## src/rtl/particle_ctl.sv

```systemverilog
// -----------------------------------------------------------------------------
// particle_ctl -- single sprite "particle" that is launched, flies under
// gravity, lands, lingers for a number of frames and disappears. The sprite
// is overlaid onto a VGA pixel stream through a 3-stage pipeline that also
// drives a 64x64 sprite ROM.
//
// Ports
//   clk60MHz                 system clock (rising edge only)
//   rst                      synchronous, active-high reset
//   launch                   single-cycle start pulse
//   launch_x/launch_y [10:0] start position (top-left), latched on launch
//   launch_vy [7:0]          signed initial vertical velocity (px/frame)
//   hcount_in/vcount_in      VGA pixel coordinates
//   hsync_in, vsync_in,
//   hblnk_in, vblnk_in       VGA timing
//   rgb_in [11:0]            background pixel
//   rom_addr [11:0]          sprite ROM address {row[5:0], col[5:0]}
//   rom_rgb [11:0]           ROM data, valid one cycle after rom_addr
//   *_out                    VGA stream delayed by exactly 3 cycles
//   busy                     high while flying or landed
//
// Configuration macro
//   PARTICLE_TRANSPARENCY_EN  when defined, in-box pixels whose ROM colour
//                             equals TRANSPARENT_RGB show the background;
//                             otherwise the sprite is an opaque 64x64 box.
// -----------------------------------------------------------------------------
module particle_ctl #(
  parameter int unsigned XSTEP           = 4,
  parameter int unsigned GRAVITY         = 1,
  parameter int unsigned GROUND_Y        = 700,
  parameter int unsigned LAND_FRAMES     = 30,
  parameter logic [11:0] TRANSPARENT_RGB = 12'hF0F
) (
  input  logic        clk60MHz,
  input  logic        rst,
  input  logic        launch,
  input  logic [10:0] launch_x,
  input  logic [10:0] launch_y,
  input  logic [7:0]  launch_vy,
  input  logic [10:0] hcount_in,
  input  logic [10:0] vcount_in,
  input  logic        hsync_in,
  input  logic        vsync_in,
  input  logic        hblnk_in,
  input  logic        vblnk_in,
  input  logic [11:0] rgb_in,
  output logic [11:0] rom_addr,
  input  logic [11:0] rom_rgb,
  output logic [10:0] hcount_out,
  output logic [10:0] vcount_out,
  output logic        hsync_out,
  output logic        vsync_out,
  output logic        hblnk_out,
  output logic        vblnk_out,
  output logic [11:0] rgb_out,
  output logic        busy
);

  typedef enum logic [1:0] {IDLE, FLY, LAND} state_t;

  localparam logic [15:0] LAND_LAST = 16'(LAND_FRAMES - 1);

  state_t             state;
  logic [11:0]        pos_x;   // 12 bits: a flight may end just past column 1023
  logic [10:0]        pos_y;
  logic signed [7:0]  vel_y;
  logic [15:0]        land_cnt;

  // Pipeline stage registers
  logic [10:0] hcount_s1, vcount_s1, hcount_s2, vcount_s2;
  logic        hsync_s1, vsync_s1, hblnk_s1, vblnk_s1;
  logic        hsync_s2, vsync_s2, hblnk_s2, vblnk_s2;
  logic [11:0] rgb_s1, rgb_s2;
  logic        inbox_s1, inbox_s2;

  // Frame tick: rising edge of vblnk against the stage-1 copy of vblnk_in.
  logic tick;
  assign tick = vblnk_in & ~vblnk_s1;

  // ---------------------------------------------------------------------------
  // Motion update, evaluated from the current (old) values
  // ---------------------------------------------------------------------------
  logic [11:0]        next_x;
  logic signed [12:0] sum_y;
  logic [12:0]        y_nonneg;
  logic [10:0]        next_y;
  logic signed [8:0]  sum_vy;
  logic signed [7:0]  next_vy;
  logic               hit;

  // NOTE: every variable assigned in an always_comb gets a value on every
  // path (here simply by assigning each one unconditionally) so no latch is
  // inferred.
  always_comb begin
    next_x   = pos_x + 12'(XSTEP);
    sum_y    = $signed({2'b00, pos_y}) + $signed({{5{vel_y[7]}}, vel_y});
    y_nonneg = sum_y[12] ? 13'd0 : $unsigned(sum_y);
    hit      = (y_nonneg >= 13'(GROUND_Y)) || (next_x > 12'd1023);
    next_y   = (y_nonneg > 13'(GROUND_Y)) ? 11'(GROUND_Y) : y_nonneg[10:0];
    sum_vy   = $signed({vel_y[7], vel_y}) + $signed({1'b0, 8'(GRAVITY)});
    next_vy  = (sum_vy > 9'sd127) ? 8'sd127 : $signed(sum_vy[7:0]);
  end

  // ---------------------------------------------------------------------------
  // In-box test and ROM address; 12-bit compares so x+64 cannot wrap
  // ---------------------------------------------------------------------------
  logic [11:0] hx, vy12, py12, x_end, y_end;
  logic [5:0]  dx, dy;
  logic        inbox;
  logic [11:0] addr_nxt;

  always_comb begin
    hx       = {1'b0, hcount_in};
    vy12     = {1'b0, vcount_in};
    py12     = {1'b0, pos_y};
    x_end    = pos_x + 12'd64;
    y_end    = py12 + 12'd64;
    // Only the low 6 bits of the offsets are needed for the ROM address.
    dx       = hcount_in[5:0] - pos_x[5:0];
    dy       = vcount_in[5:0] - pos_y[5:0];
    inbox    = busy && (hx >= pos_x) && (hx < x_end) &&
               (vy12 >= py12) && (vy12 < y_end);
    addr_nxt = inbox ? {dy, dx} : 12'd0;
  end

  // ---------------------------------------------------------------------------
  // Control FSM with registered busy
  // ---------------------------------------------------------------------------
  // NOTE: sequential state is assigned with non-blocking (<=) so every
  // register samples the pre-edge values, which is what makes the three
  // motion updates simultaneous.
  always_ff @(posedge clk60MHz) begin
    if (rst) begin
      state    <= IDLE;
      busy     <= 1'b0;
      pos_x    <= '0;
      pos_y    <= '0;
      vel_y    <= '0;
      land_cnt <= '0;
    end else begin
      case (state)
        IDLE: begin
          // A tick in the launch cycle is ignored: motion starts next tick.
          if (launch) begin
            pos_x <= {1'b0, launch_x};
            pos_y <= launch_y;
            vel_y <= $signed(launch_vy);
            state <= FLY;
            busy  <= 1'b1;
          end
        end
        FLY: begin
          if (tick) begin
            pos_x <= next_x;
            pos_y <= next_y;
            vel_y <= next_vy;
            if (hit) begin
              state    <= LAND;
              land_cnt <= '0;
            end
          end
        end
        LAND: begin
          if (tick) begin
            if (land_cnt == LAND_LAST) begin
              state <= IDLE;
              busy  <= 1'b0;
            end else begin
              land_cnt <= land_cnt + 16'd1;
            end
          end
        end
        default: begin
          state <= IDLE;
          busy  <= 1'b0;
        end
      endcase
    end
  end

  // ---------------------------------------------------------------------------
  // Pixel pipeline: s1 = address/in-box, s2 = ROM data arrives, s3 = outputs
  // ---------------------------------------------------------------------------
  logic opaque;
`ifdef PARTICLE_TRANSPARENCY_EN
  assign opaque = (rom_rgb != TRANSPARENT_RGB);
`else
  assign opaque = 1'b1;
`endif

  always_ff @(posedge clk60MHz) begin
    if (rst) begin
      rom_addr   <= '0;
      inbox_s1   <= 1'b0;
      inbox_s2   <= 1'b0;
      hcount_s1  <= '0;
      vcount_s1  <= '0;
      hsync_s1   <= 1'b0;
      vsync_s1   <= 1'b0;
      hblnk_s1   <= 1'b0;
      vblnk_s1   <= 1'b0;
      rgb_s1     <= '0;
      hcount_s2  <= '0;
      vcount_s2  <= '0;
      hsync_s2   <= 1'b0;
      vsync_s2   <= 1'b0;
      hblnk_s2   <= 1'b0;
      vblnk_s2   <= 1'b0;
      rgb_s2     <= '0;
      hcount_out <= '0;
      vcount_out <= '0;
      hsync_out  <= 1'b0;
      vsync_out  <= 1'b0;
      hblnk_out  <= 1'b0;
      vblnk_out  <= 1'b0;
      rgb_out    <= '0;
    end else begin
      rom_addr   <= addr_nxt;
      inbox_s1   <= inbox;
      hcount_s1  <= hcount_in;
      vcount_s1  <= vcount_in;
      hsync_s1   <= hsync_in;
      vsync_s1   <= vsync_in;
      hblnk_s1   <= hblnk_in;
      vblnk_s1   <= vblnk_in;
      rgb_s1     <= rgb_in;

      inbox_s2   <= inbox_s1;
      hcount_s2  <= hcount_s1;
      vcount_s2  <= vcount_s1;
      hsync_s2   <= hsync_s1;
      vsync_s2   <= vsync_s1;
      hblnk_s2   <= hblnk_s1;
      vblnk_s2   <= vblnk_s1;
      rgb_s2     <= rgb_s1;

      hcount_out <= hcount_s2;
      vcount_out <= vcount_s2;
      hsync_out  <= hsync_s2;
      vsync_out  <= vsync_s2;
      hblnk_out  <= hblnk_s2;
      vblnk_out  <= vblnk_s2;
      rgb_out    <= (inbox_s2 && opaque) ? rom_rgb : rgb_s2;
    end
  end

endmodule

```

## config.mk

```make
export PLATFORM = sky130hd
export DESIGN_NAME = particle_ctl
export DESIGN_NICKNAME = d
export VERILOG_FILES = /design/src/rtl/particle_ctl.sv
export SDC_FILE = /design/constraint.sdc
export NUM_CORES = 1
export LEC_CHECK = 0
export ABC_CLOCK_PERIOD_IN_PS = 9460
export CORE_MARGIN = 3
export CORE_UTILIZATION = 30
export DETAILED_ROUTE_END_ITERATION = 8
export GPL_ROUTABILITY_DRIVEN = 0
export HOLD_SLACK_MARGIN = 0.05
export PLACE_DENSITY_LB_ADDON = 0.2
export RECOVER_POWER = 100
export REMOVE_ABC_BUFFERS = 1
export SLEW_MARGIN = 0
export SYNTH_ARGS = -nofsm -noshare
export SYNTH_HDL_FRONTEND = slang
export SYNTH_SLANG_ARGS = --single-unit
```

## constraint.sdc

```tcl
create_clock -name clk60MHz -period 9.46 [get_ports clk60MHz]
set_clock_uncertainty 0.1 [all_clocks]
set_input_delay 0.946 -clock clk60MHz [delete_from_list [all_inputs] [get_ports clk60MHz]]
set_output_delay 0.946 -clock clk60MHz [all_outputs]
set_load 0.005 [all_outputs]
```

==> results of run 1 <==
==> layout make-up <==
type                            count  area [µm²]  area share (%)
Multi-Input combinational cell    605        4030            39.8
Sequential cell                   178        3560            35.2
Timing Repair Buffer              139        1360            13.4
Clock buffer                       18         439            4.34
Tap cell                          335         419            4.14
Inverter                           46         173            1.71
Clock inverter                     14         140            1.39
==> metal layers <==
layer  wire, µm  up-vias  part of all wire (%)  global-route usage (%)
li1           -     3284                     -                       -
met1       9910     2862                    50                    19.0
met2       8900      136                    45                    22.0
met3        852       11                   4.3                    3.21
met4        195        0                  0.98                    3.27
met5          0        -                     0                       0
==> placed cells by master (no fill, tap or decap), types with 8 or more instances in the layout <==
cell type,count
nor2_1,77
nor2b_1,108
xnor2_1,16
dlygate4sd3_1,53
mux2i_1,13
inv_1,44
nand3_1,24
a311oi_1,11
a21o_1,8
nand2_1,40
nor3_1,24
nor4_1,9
clkdlybuf4s50_1,79
o21ai_0,39
ha_1,51
a211oi_1,12
dfxtp_1,178
clkbuf_16,17
a21oi_1,58
a31oi_1,9
nand2b_1,8
==> cells by family after synthesis <==
| logic type | count (synthesis) | synth area share [%] |
|---|---|---|
| AND/OR/NAND/NOR | 322 | 21.1 |
| AO/OA/AOI/OAI | 194 | 17.2 |
| flip-flops | 178 | 44.4 |
| buffers and inverters | 83 | 4.52 |
| adder cells (fa/ha/maj) | 54 | 8.69 |
| XOR/XNOR | 22 | 2.49 |
| multiplexers | 13 | 1.62 |
==> final timing paths <==
path | start | to | slack [ns] | depth (start not counted)
max | vel_y[0]$_SDFFE_PP0P_ | land_cnt[4]$_SDFFE_PP0P_ | 4.54 | 12
min | vcount_s2[7]$_SDFF_PP0_ | vcount_out[7]$_SDFF_PP0_ | 0.33 | 1
max reg2reg | vel_y[0]$_SDFFE_PP0P_ | land_cnt[4]$_SDFFE_PP0P_ | 4.54 | 12
min reg2reg | vcount_s2[7]$_SDFF_PP0_ | vcount_out[7]$_SDFF_PP0_ | 0.33 | 1
==> metrics by stage <==
step	instances	power (µW)	hold slack (ns)	cell area, µm²
2_1_floorplan	829	1050	0.314	7840
3_3_place_gp	1303	1180	0.315	9640
3_5_place_dp	1303	1180	0.321	9640
4_1_cts	1335	1890	0.337	10200
5_1_grt	1335	1950	0.346	10100
6_report	1335	1850	0.333	10100
==> flip-flops by register name (all words and copies together), names as in the netlist, 2 cells and up <==
register and count:
state 2, hcount_s1 11, rgb_s2 12, rom_addr 12, land_cnt 16, vel_y 8
rgb_s1 12, hcount_out 11, pos_x 12, rgb_out 12, vcount_out 11, vcount_s2 11
vcount_s1 11, hcount_s2 11, pos_y 11
==> report_power, final <==
part           total (µW)  leakage [µW]  internal (µW)  switching [µW]
combinational         338       0.00217            152             186
sequential            817       0.00146            787            30.0
clock                 694      0.000283            358             336
==> worst max-delay path, cell delays in order, from the launching register on <==
cell,delay (ns)
dfxtp_1,0.46
ha_1,0.21
inv_1,0.06
fa_1,0.39
nand2b_1,0.18
a21oi_1,0.33
a41oi_1,0.29
o21ai_0,0.59
nor3_1,0.09
or4_1,0.60
o31ai_1,0.59
nand2_1,0.53
a311oi_1,0.38
==> out/metrics.json, run 1 <==
{
  "layout-area-overhead-vs-synth": {"value": 25.9, "unit": "%"},
  "ctsRootBufferMaster": {"value": "clkbuf_16"},
  "crit_path_max_fanout": {"value": 14},
  "hpwl_after_dpl": {"value": 14300, "unit": "µm"},
  "fin_crit": {"value": 4.92, "unit": "ns"},
  "synth_common_cells": {"value": "178 x dfxtp_1, 108 x nor2b_1, 77 x nor2_1, 57 x a21oi_1, 51 x ha_1"},
  "setup_slack_at_placement": {"value": 5.30, "unit": "ns"},
  "clock_tree.htree_level_count": {"value": 4},
  "chipHeight": {"value": 170, "unit": "µm"},
  "worstPathRequired": {"value": 9.66, "unit": "ns"},
  "maximum_number_of_pins_on_one_net_before_global_route_repair": {"value": 90},
  "antenna_found_initial": {"value": 0},
  "number_of_failing_setup_endpoints_in_the_final_timing_report": {"value": 0},
  "synth_enable_flop_cells": {"value": 0},
  "max_freq": {"value": 0.203, "unit": "GHz"},
  "post_cts.resized_instances": {"value": 0},
  "drt-pass1-iter-count": {"value": 4},
  "core.rowCount": {"value": 59},
  "slew_viol_final": {"value": 151},
  "clk_pin_slew": {"value": 0.08, "unit": "ns"},
  "yosys_most_used_dff": {"value": "dfxtp_1"},
  "initial_utilization": {"value": 30.7, "unit": "%"},
  "synthesis.area": {"value": 8030, "unit": "µm²"},
  "synth_largest_type_area_fraction": {"value": 44.4, "unit": "%"},
  "via_count": {"value": 6293},
  "worst_max_slew_pin_slew": {"value": 3.64, "unit": "ns"},
  "ir_worst_vdd": {"value": 0.0000885, "unit": "V"},
  "yosysMostFrequentCell": {"value": "dfxtp_1"},
  "finalHoldViolations": {"value": 0},
  "period_share": {"value": 52.0, "unit": "%"},
  "cts.path.max_buffers": {"value": 2},
  "io_buffers": {"value": 133},
  "endpoint_kind": {"value": "flip-flop"},
  "failed_checks": {"value": "max-capacitance violations, max-slew violations"},
  "antenna_violating_nets_post_route": {"value": 0},
  "post_route_cells_drive_above_1_share": {"value": 5.90, "unit": "%"},
  "drt_total_wl": {"value": 19900, "unit": "µm"},
  "postSynthCellCount": {"value": 866},
  "cts_made_buffers": {"value": 17},
  "setup-tns-final": {"value": 0, "unit": "ns"},
  "fp.dieArea": {"value": 28800, "unit": "µm²"},
  "number_of_warnings_reported_in_the_yosys_synthesis_log": {"value": 0},
  "critical_path_arrival": {"value": 5.12, "unit": "ns"},
  "timing.max_slew.rel_slack": {"value": -142, "unit": "%"},
  "n_diodes": {"value": 0},
  "end_of_flow_core_utilization": {"value": 38.6, "unit": "%"},
  "post-cts-setup-buffer-count": {"value": 0},
  "rsz0062_at_grt": {"value": "no"},
  "drc_errors": {"value": 0},
  "pin_count": {"value": 134},
  "post_cts_hold_buffer_count": {"value": 0},
  "yosysSeqAreaShare": {"value": 44.4, "unit": "%"},
  "async_flop_share": {"value": 0, "unit": "%"},
  "startpoint_type": {"value": "flip-flop"},
  "clkSinkCount": {"value": 178},
  "nets": {"value": 1124},
  "timing.final.ws_setup": {"value": 4.54, "unit": "ns"},
  "core_area": {"value": 26200, "unit": "µm²"},
  "top_cells_by_area_synth": {"value": "dfxtp_1 44%, nor2b_1 8.4%, ha_1 7.9%"},
  "drv_cap": {"value": 2},
  "overflow": {"value": 0},
  "vias_per_cell": {"value": 4.71},
  "outcome": {"value": "finished, violations left"},
  "power.static_leakage": {"value": 0.00392, "unit": "µW"},
  "worst-setup-path-type": {"value": "flip-flop to flip-flop"},
  "ys_ff_latch": {"value": 178},
  "clk-insertion-delay-late": {"value": 0.43, "unit": "ns"},
  "dr.first_iter.drc_count": {"value": 341},
  "yosysUniqueCellTypes": {"value": 76},
  "layout_filler_cell_count": {"value": 2615},
  "floorplan.die.width": {"value": 170, "unit": "µm"},
  "grt_first_pass_wirelength": {"value": 31700, "unit": "µm"},
  "grt_pass1_vias": {"value": 5882},
  "drt-wirelength-per-cell": {"value": 14.9, "unit": "µm"},
  "worstHoldPathType": {"value": "flip-flop to flip-flop"},
  "cts_tree": {"value": "yes"},
  "postSynthAreaPerCell": {"value": 9.28, "unit": "µm²"},
  "gr-usage-all-layers": {"value": 13.8, "unit": "%"},
  "synthDominantAreaCellType": {"value": "dfxtp_1"},
  "cellPowerDensity": {"value": 183, "unit": "nW/µm²"}
}
Power figures use the tool's default switching activity.
==> run 2, diff against run 1 <==
--- a/config.mk
+++ b/config.mk
@@ -5,7 +5,7 @@
 export SDC_FILE = /design/constraint.sdc
 export NUM_CORES = 1
 export LEC_CHECK = 0
-export ABC_CLOCK_PERIOD_IN_PS = 9460
+export ABC_CLOCK_PERIOD_IN_PS = 4900
 export CORE_MARGIN = 3
 export CORE_UTILIZATION = 30
 export DETAILED_ROUTE_END_ITERATION = 8
==> constraint.sdc (replaced) <==
create_clock -name clk60MHz -period 4.9 [get_ports clk60MHz]
set_clock_uncertainty 0.1 [all_clocks]
set_input_delay 0.49 -clock clk60MHz [delete_from_list [all_inputs] [get_ports clk60MHz]]
set_output_delay 0.49 -clock clk60MHz [all_outputs]
set_load 0.005 [all_outputs]
==> run 2 against run 1 <==
The flow still finishes with violations (max-capacitance violations, max-slew violations). Combinational power up 93%. Highest routed layer unchanged. Via count down 0.72%. Count of clock-buffer cells in the layout unchanged. Maximum frequency up 18%. Power up 94%. Critical path depth unchanged. Design area up 0.49%. Routed wire length down 1.3%. Sequential share of layout area down 0.17 points. Largest power group unchanged. Register-to-register slack worse by 3.8 ns. Critical path type unchanged.
==> out/metrics.json, run 2 (synthesized netlist as in run 1, its figures left out) <==
{
  "outcome": {"value": "finished, violations left"},
  "dr.first_iter.drc_count": {"value": 387, "change": "+13%"},
  "drt-wirelength-per-cell": {"value": 14.7, "unit": "µm", "change": "-1.4%"},
  "final_cell_mix": {"value": "178 x dfxtp_1, 108 x nor2b_1, 81 x clkdlybuf4s50_1"},
  "core_area": {"value": 26200, "unit": "µm²", "change": "unchanged"},
  "n_diodes": {"value": 0, "change": "unchanged"},
  "fp.dieArea": {"value": 28800, "unit": "µm²", "change": "unchanged"},
  "failed_checks": {"value": "max-capacitance violations, max-slew violations"},
  "largest_register_ff_count": {"value": 16, "change": "unchanged"},
  "layout-area-overhead-vs-synth": {"value": 26.5, "unit": "%"},
  "endpoint_kind": {"value": "flip-flop"},
  "layout_commonest_cell": {"value": "dfxtp_1"},
  "slew_viol_final": {"value": 172, "change": "+14%"},
  "grt_pass1_vias": {"value": 6146, "change": "+4.5%"},
  "fin_worst_hold_slack": {"value": 0.330, "unit": "ns", "change": "-0.00304 ns"},
  "chipHeight": {"value": 170, "unit": "µm", "change": "unchanged"},
  "pin_count": {"value": 134, "change": "unchanged"},
  "number_of_failing_setup_endpoints_in_the_final_timing_report": {"value": 0, "change": "unchanged"},
  "timing.max_slew.rel_slack": {"value": -36.3, "unit": "%", "change": "+110 points"},
  "floorplan.die.width": {"value": 170, "unit": "µm", "change": "unchanged"},
  "post_cts.resized_instances": {"value": 0, "change": "unchanged"},
  "worst-setup-path-type": {"value": "flip-flop to flip-flop"},
  "ir_worst_vdd": {"value": 0.000168, "unit": "V", "change": "+90%"},
  "post_cts_hold_buffer_count": {"value": 0, "change": "unchanged"},
  "drt_total_wl": {"value": 19600, "unit": "µm", "change": "-1.3%"},
  "vias_per_cell": {"value": 4.68, "change": "-0.79%"},
  "clk_pin_slew": {"value": 0.08, "unit": "ns", "change": "about the same"},
  "regToRegSetupSlack": {"value": 0.75, "unit": "ns", "change": "-3.79 ns"},
  "antenna_found_initial": {"value": 0, "change": "unchanged"},
  "hpwl_after_dpl": {"value": 14100, "unit": "µm", "change": "-1.7%"},
  "max_freq": {"value": 0.241, "unit": "GHz", "change": "+18%"},
  "cts_made_buffers": {"value": 17, "change": "unchanged"},
  "startpoint_type": {"value": "flip-flop"},
  "period_share": {"value": 84.8, "unit": "%", "change": "+33 points"},
  "power.static_leakage": {"value": 0.00393, "unit": "µW", "change": "+0.42%"},
  "setup_slack_at_placement": {"value": 1.03, "unit": "ns", "change": "-4.27 ns"},
  "timing.final.ws_setup": {"value": 0.746, "unit": "ns", "change": "-3.79 ns"},
  "antenna_violating_nets_post_route": {"value": 0, "change": "unchanged"},
  "crit_path_max_fanout": {"value": 8, "change": "-6"},
  "clock_tree.htree_level_count": {"value": 4, "change": "unchanged"},
  "critical_path_arrival": {"value": 4.36, "unit": "ns", "change": "-0.76 ns"},
  "ctsRootBufferMaster": {"value": "clkbuf_16"},
  "register_with_the_most_flip_flops": {"value": "land_cnt"},
  "post_route_cells_drive_above_1_share": {"value": 6.49, "unit": "%", "change": "+0.59 points"},
  "post-cts-setup-buffer-count": {"value": 0, "change": "unchanged"},
  "dpl_cell_area": {"value": 9640, "unit": "µm²", "change": "about the same"},
  "gr-usage-all-layers": {"value": 13.7, "unit": "%", "change": "-0.11 points"},
  "finalHoldViolations": {"value": 0, "change": "unchanged"},
  "rsz0062_at_grt": {"value": "no"},
  "cellPowerDensity": {"value": 353, "unit": "nW/µm²", "change": "+93%"},
  "worstPathRequired": {"value": 5.11, "unit": "ns", "change": "-4.55 ns"},
  "nets": {"value": 1125, "change": "+0.089%"},
  "end_of_flow_core_utilization": {"value": 38.8, "unit": "%", "change": "+0.19 points"},
  "fin_crit": {"value": 4.15, "unit": "ns", "change": "-0.765 ns"},
  "io_buffers": {"value": 133, "change": "unchanged"},
  "drt-pass1-iter-count": {"value": 4, "change": "unchanged"},
  "maximum_number_of_pins_on_one_net_before_global_route_repair": {"value": 90, "change": "unchanged"},
  "worst_max_slew_pin_slew": {"value": 2.05, "unit": "ns", "change": "-1.59 ns"},
  "drv_cap": {"value": 3, "change": "+1"},
  "overflow": {"value": 0, "change": "unchanged"},
  "cts_tree": {"value": "yes"},
  "clkSinkCount": {"value": 178, "change": "unchanged"},
  "postLayoutCellArea": {"value": 10200, "unit": "µm²", "change": "+0.49%"},
  "initial_utilization": {"value": 30.7, "unit": "%", "change": "unchanged"},
  "clk-insertion-delay-late": {"value": 0.43, "unit": "ns", "change": "about the same"},
  "via_count": {"value": 6248, "change": "-0.72%"},
  "core.rowCount": {"value": 59, "change": "unchanged"},
  "grt_first_pass_wirelength": {"value": 31700, "unit": "µm", "change": "+0.13%"},
  "drc_errors": {"value": 0, "change": "unchanged"},
  "setup-tns-final": {"value": 0, "unit": "ns", "change": "unchanged"},
  "cts.path.max_buffers": {"value": 2, "change": "unchanged"},
  "worstHoldPathType": {"value": "flip-flop to flip-flop"}
}
run 2: cell types whose count changed in the layout (fill, tap and decap cells not counted), sizes merged:
cell           before  now
clkinv              6    7
inv                53   52
dlygate4sd3        53   51
buf                 2    4
clkdlybuf4s50      79   81
clkbuf             23   22
run 2: layout make-up:
| cell class | instances | area, µm² |
|---|---|---|
| fillers | 2642 | 16000 |
| multi-input cells | 605 | 4040 |
| flip-flops and latches | 178 | 3560 |
| repair buffers | 140 | 1370 |
| clock buffers | 18 | 439 |
| well taps | 335 | 419 |
| inverters | 46 | 173 |
| clock inverters | 14 | 161 |
run 2: path summary, 6_finish.rpt:
check                          start                        to  cells past startpoint
min          hcount_s2[2]$_SDFF_PP0_  hcount_out[2]$_SDFF_PP0_                      1
min reg2reg  hcount_s2[2]$_SDFF_PP0_  hcount_out[2]$_SDFF_PP0_                      1
max reg2reg    vel_y[0]$_SDFFE_PP0P_     pos_y[1]$_SDFFE_PP0P_                     12
max            vel_y[0]$_SDFFE_PP0P_     pos_y[1]$_SDFFE_PP0P_                     12
run 2: metrics by stage:
stage          instances  power [µW]
3_5_place_dp        1304        2280
4_1_cts             1336        3670
2_1_floorplan        829        2020
5_1_grt             1336        3800
6_report            1336        3590
3_3_place_gp        1304        2270
run 2: power breakdown:
group          internal (µW)  switching [µW]
sequential              1520            57.3
clock                    700             662
combinational            295             356
run 2: critical path, stage by stage, from the launching register on:
cell and delay [ns]:
dfxtp_1 0.47, ha_1 0.22, inv_1 0.06, fa_1 0.38, nand2b_1 0.18, a21oi_1 0.32
a41oi_1 0.36, o21ai_4 0.31, nor3_1 0.08, or4_4 0.55, a211o_1 0.39, or3_1 0.34
a221oi_1 0.26
run 2: layer usage:
metal | global-route usage [%] | up-vias | share of wire, %
met5 | 0 | - | 0
met4 | 4.34 | 0 | 1.6
met3 | 3.38 | 15 | 4.9
met2 | 21.8 | 143 | 44
met1 | 18.3 | 2819 | 49
li1 | - | 3271 | -
==> run 3, diff against run 2 <==
--- a/config.mk
+++ b/config.mk
@@ -5,7 +5,7 @@
 export SDC_FILE = /design/constraint.sdc
 export NUM_CORES = 1
 export LEC_CHECK = 0
-export ABC_CLOCK_PERIOD_IN_PS = 4900
+export ABC_CLOCK_PERIOD_IN_PS = 3600
 export CORE_MARGIN = 3
 export CORE_UTILIZATION = 30
 export DETAILED_ROUTE_END_ITERATION = 8
==> constraint.sdc (replaced) <==
create_clock -name clk60MHz -period 3.6 [get_ports clk60MHz]
set_clock_uncertainty 0.1 [all_clocks]
set_input_delay 0.36 -clock clk60MHz [delete_from_list [all_inputs] [get_ports clk60MHz]]
set_output_delay 0.36 -clock clk60MHz [all_outputs]
set_load 0.005 [all_outputs]
==> run 3 against run 2 <==
Sequential share of layout area fell by 0.60 points. Global-route usage barely moved. Sequential cell count did not move. The flow now finishes without violations. Count of clock-buffer cells in the layout fell by 1. First-iteration DRC count rose by 18%.
==> out/metrics.json, run 3 (synthesized netlist as in run 1, its figures left out) <==
{
  "outcome": {"value": "finished clean"},
  "crit_path_max_fanout": {"value": 7, "change": "-1"},
  "clkSinkCount": {"value": 178, "change": "unchanged"},
  "nets": {"value": 1141, "change": "+1.4%"},
  "n_diodes": {"value": 0, "change": "unchanged"},
  "layout_commonest_cell": {"value": "dfxtp_1"},
  "min_from": {"value": "rgb_s1[2]$_SDFF_PP0_"},
  "dr.first_iter.drc_count": {"value": 457, "change": "+18%"},
  "hpwl_after_dpl": {"value": 14100, "unit": "µm", "change": "+0.35%"},
  "ir_worst_vdd": {"value": 0.000273, "unit": "V", "change": "+63%"},
  "finalHoldViolations": {"value": 0, "change": "unchanged"},
  "gr-usage-all-layers": {"value": 13.7, "unit": "%", "change": "+0.043 points"},
  "fp.dieArea": {"value": 28800, "unit": "µm²", "change": "unchanged"},
  "post_route_cells_drive_above_1_share": {"value": 8.16, "unit": "%", "change": "+1.7 points"},
  "antenna_violating_nets_post_route": {"value": 0, "change": "unchanged"},
  "setup-tns-final": {"value": 0, "unit": "ns", "change": "unchanged"},
  "drt-wirelength-per-cell": {"value": 14.5, "unit": "µm", "change": "-1.3%"},
  "rsz0062_at_grt": {"value": "no"},
  "core_area": {"value": 26200, "unit": "µm²", "change": "unchanged"},
  "ctsRootBufferMaster": {"value": "clkbuf_16"},
  "period_share": {"value": 95.4, "unit": "%", "change": "+11 points"},
  "io_buffers": {"value": 133, "change": "unchanged"},
  "grt_first_pass_wirelength": {"value": 31800, "unit": "µm", "change": "+0.11%"},
  "critical_path.reg2reg.endpoint": {"value": "pos_y[1]$_SDFFE_PP0P_"},
  "critical_path_arrival": {"value": 3.68, "unit": "ns", "change": "-0.68 ns"},
  "postLayoutCellArea": {"value": 10400, "unit": "µm²", "change": "+1.8%"},
  "core.rowCount": {"value": 59, "change": "unchanged"},
  "chipHeight": {"value": 170, "unit": "µm", "change": "unchanged"},
  "initial_utilization": {"value": 30.7, "unit": "%", "change": "unchanged"},
  "largest_register_ff_count": {"value": 16, "change": "unchanged"},
  "drt-pass1-iter-count": {"value": 4, "change": "unchanged"},
  "startpoint_type": {"value": "flip-flop"},
  "power.static_leakage": {"value": 0.00403, "unit": "µW", "change": "+2.5%"},
  "clk_pin_slew": {"value": 0.08, "unit": "ns", "change": "about the same"},
  "worst_max_slew_pin_slew": {"value": 1.39, "unit": "ns", "change": "-0.660 ns"},
  "drt_total_wl": {"value": 19600, "unit": "µm", "change": "-0.16%"},
  "layoutNonFillerInstCount": {"value": 1352, "change": "+1.2%"},
  "dpl_cell_area": {"value": 9780, "unit": "µm²", "change": "+1.4%"},
  "layout-area-overhead-vs-synth": {"value": 28.8, "unit": "%"},
  "worstPathRequired": {"value": 3.85, "unit": "ns", "change": "-1.26 ns"},
  "regToRegStartpoint": {"value": "pos_y[0]$_SDFFE_PP0P_"},
  "endpoint_kind": {"value": "flip-flop"},
  "cts.path.max_buffers": {"value": 2, "change": "unchanged"},
  "fin_crit": {"value": 3.44, "unit": "ns", "change": "-0.718 ns"},
  "slew_viol_final": {"value": 0, "change": "-100%"},
  "worstHoldPathType": {"value": "flip-flop to flip-flop"},
  "cts_made_buffers": {"value": 17, "change": "unchanged"},
  "drc_errors": {"value": 0, "change": "unchanged"},
  "place.detailed.instances": {"value": 1319, "change": "+1.2%"},
  "drv_cap": {"value": 0, "change": "-3"},
  "worst-setup-path-type": {"value": "flip-flop to flip-flop"},
  "antenna_found_initial": {"value": 0, "change": "unchanged"},
  "regToRegSetupSlack": {"value": 0.16, "unit": "ns", "change": "-0.58 ns"},
  "number_of_failing_setup_endpoints_in_the_final_timing_report": {"value": 0, "change": "unchanged"},
  "grt_pass1_vias": {"value": 6190, "change": "+0.72%"},
  "clock_tree.htree_level_count": {"value": 4, "change": "unchanged"},
  "overflow": {"value": 0, "change": "unchanged"},
  "vias_per_cell": {"value": 4.73, "change": "+1.2%"},
  "pin_count": {"value": 134, "change": "unchanged"},
  "cts_tree": {"value": "yes"},
  "critPathCapture": {"value": "pos_y[1]$_SDFFE_PP0P_"},
  "maximum_number_of_pins_on_one_net_before_global_route_repair": {"value": 105, "change": "+17%"},
  "register_with_the_most_flip_flops": {"value": "land_cnt"},
  "floorplan.die.width": {"value": 170, "unit": "µm", "change": "unchanged"},
  "crit_path_start": {"value": "pos_y[0]$_SDFFE_PP0P_"},
  "r2r.worst_path.cells": {"value": 12, "change": "unchanged"},
  "max_freq": {"value": 0.291, "unit": "GHz", "change": "+21%"},
  "via_count": {"value": 6397, "change": "+2.4%"},
  "cellPowerDensity": {"value": 480, "unit": "nW/µm²", "change": "+36%"},
  "clk-insertion-delay-late": {"value": 0.44, "unit": "ns", "change": "about the same"},
  "final_cell_mix": {"value": "176 x dfxtp_1, 108 x nor2b_1, 81 x clkdlybuf4s50_1"},
  "timing.max_slew.rel_slack": {"value": 7.66, "unit": "%", "change": "+44 points"}
}
## run 3: cell count changes in the layout (fill, tap and decap cells not counted), sizes merged
cell	before	now
buf	4	20
clkbuf	22	21
clkinv	7	5
inv	52	55
## run 3: how the worst min path moves through the flow
stage	slack (ns)	depth (start not counted)	endpoint
after floorplan	0.31	1	hblnk_out$_SDFF_PP0_
final	0.33	1	rgb_s2[2]$_SDFF_PP0_
after global placement	0.32	1	rgb_s2[8]$_SDFF_PP0_
after detailed placement	0.32	1	hcount_out[4]$_SDFF_PP0_
after CTS	0.34	1	rgb_s2[2]$_SDFF_PP0_
after global routing	0.35	1	vcount_s2[9]$_SDFF_PP0_
## run 3: area by class of cell
cell class              count  area (µm²)
clock inverters            15         178
repair buffers            156        1510
well taps                 335         419
flip-flops and latches    178        3570
inverters                  46         173
fillers                  2606       15900
multi-input cells         605        4080
clock buffers              17         425
## run 3: layer usage
metal | share of wire, % | vias up | GRT usage (%)
li1 | - | 3309 | -
met1 | 49 | 2923 | 18.8
met2 | 44 | 134 | 21.4
met3 | 4.3 | 31 | 2.52
met4 | 2.4 | 0 | 5.55
met5 | 0 | - | 0
## run 3: critical path, stage by stage, from the launching register on
cell and delay (ns):
dfxtp_2 0.35, ha_1 0.17, inv_1 0.05, fa_1 0.39, nand2b_4 0.17, a21oi_4 0.22
a41oi_4 0.18, nor2_1 0.15, nor4_1 0.07, or4_4 0.59, a211o_4 0.33, or3_1 0.33
a221oi_2 0.24
## run 3: timing repair
action / in CTS / in global routing
hold buffers: 0 / 0
setup endpoints to repair: 0 / 14
resized for setup: 0 / 6
hold endpoints to repair: 0 / 0
buffers inserted: 0 / 1
## run 3: through the flow
stage	setup slack [ns]	hold WS, ns	utilization [%]	total power (µW)
floorplan	0.105	0.314	-	2750
global placement	0.138	0.316	37.3	3130
detailed placement	0.0569	0.320	37.3	3130
CTS	0.0290	0.336	39.6	5040
global route	0.00411	0.350	39.5	5260
finish	0.164	0.335	39.5	4970
## run 3: report_power, final
part	total (µW)	internal (µW)	switching [µW]
logic	949	431	518
registers	2130	2070	62.6
clock network	1890	946	946
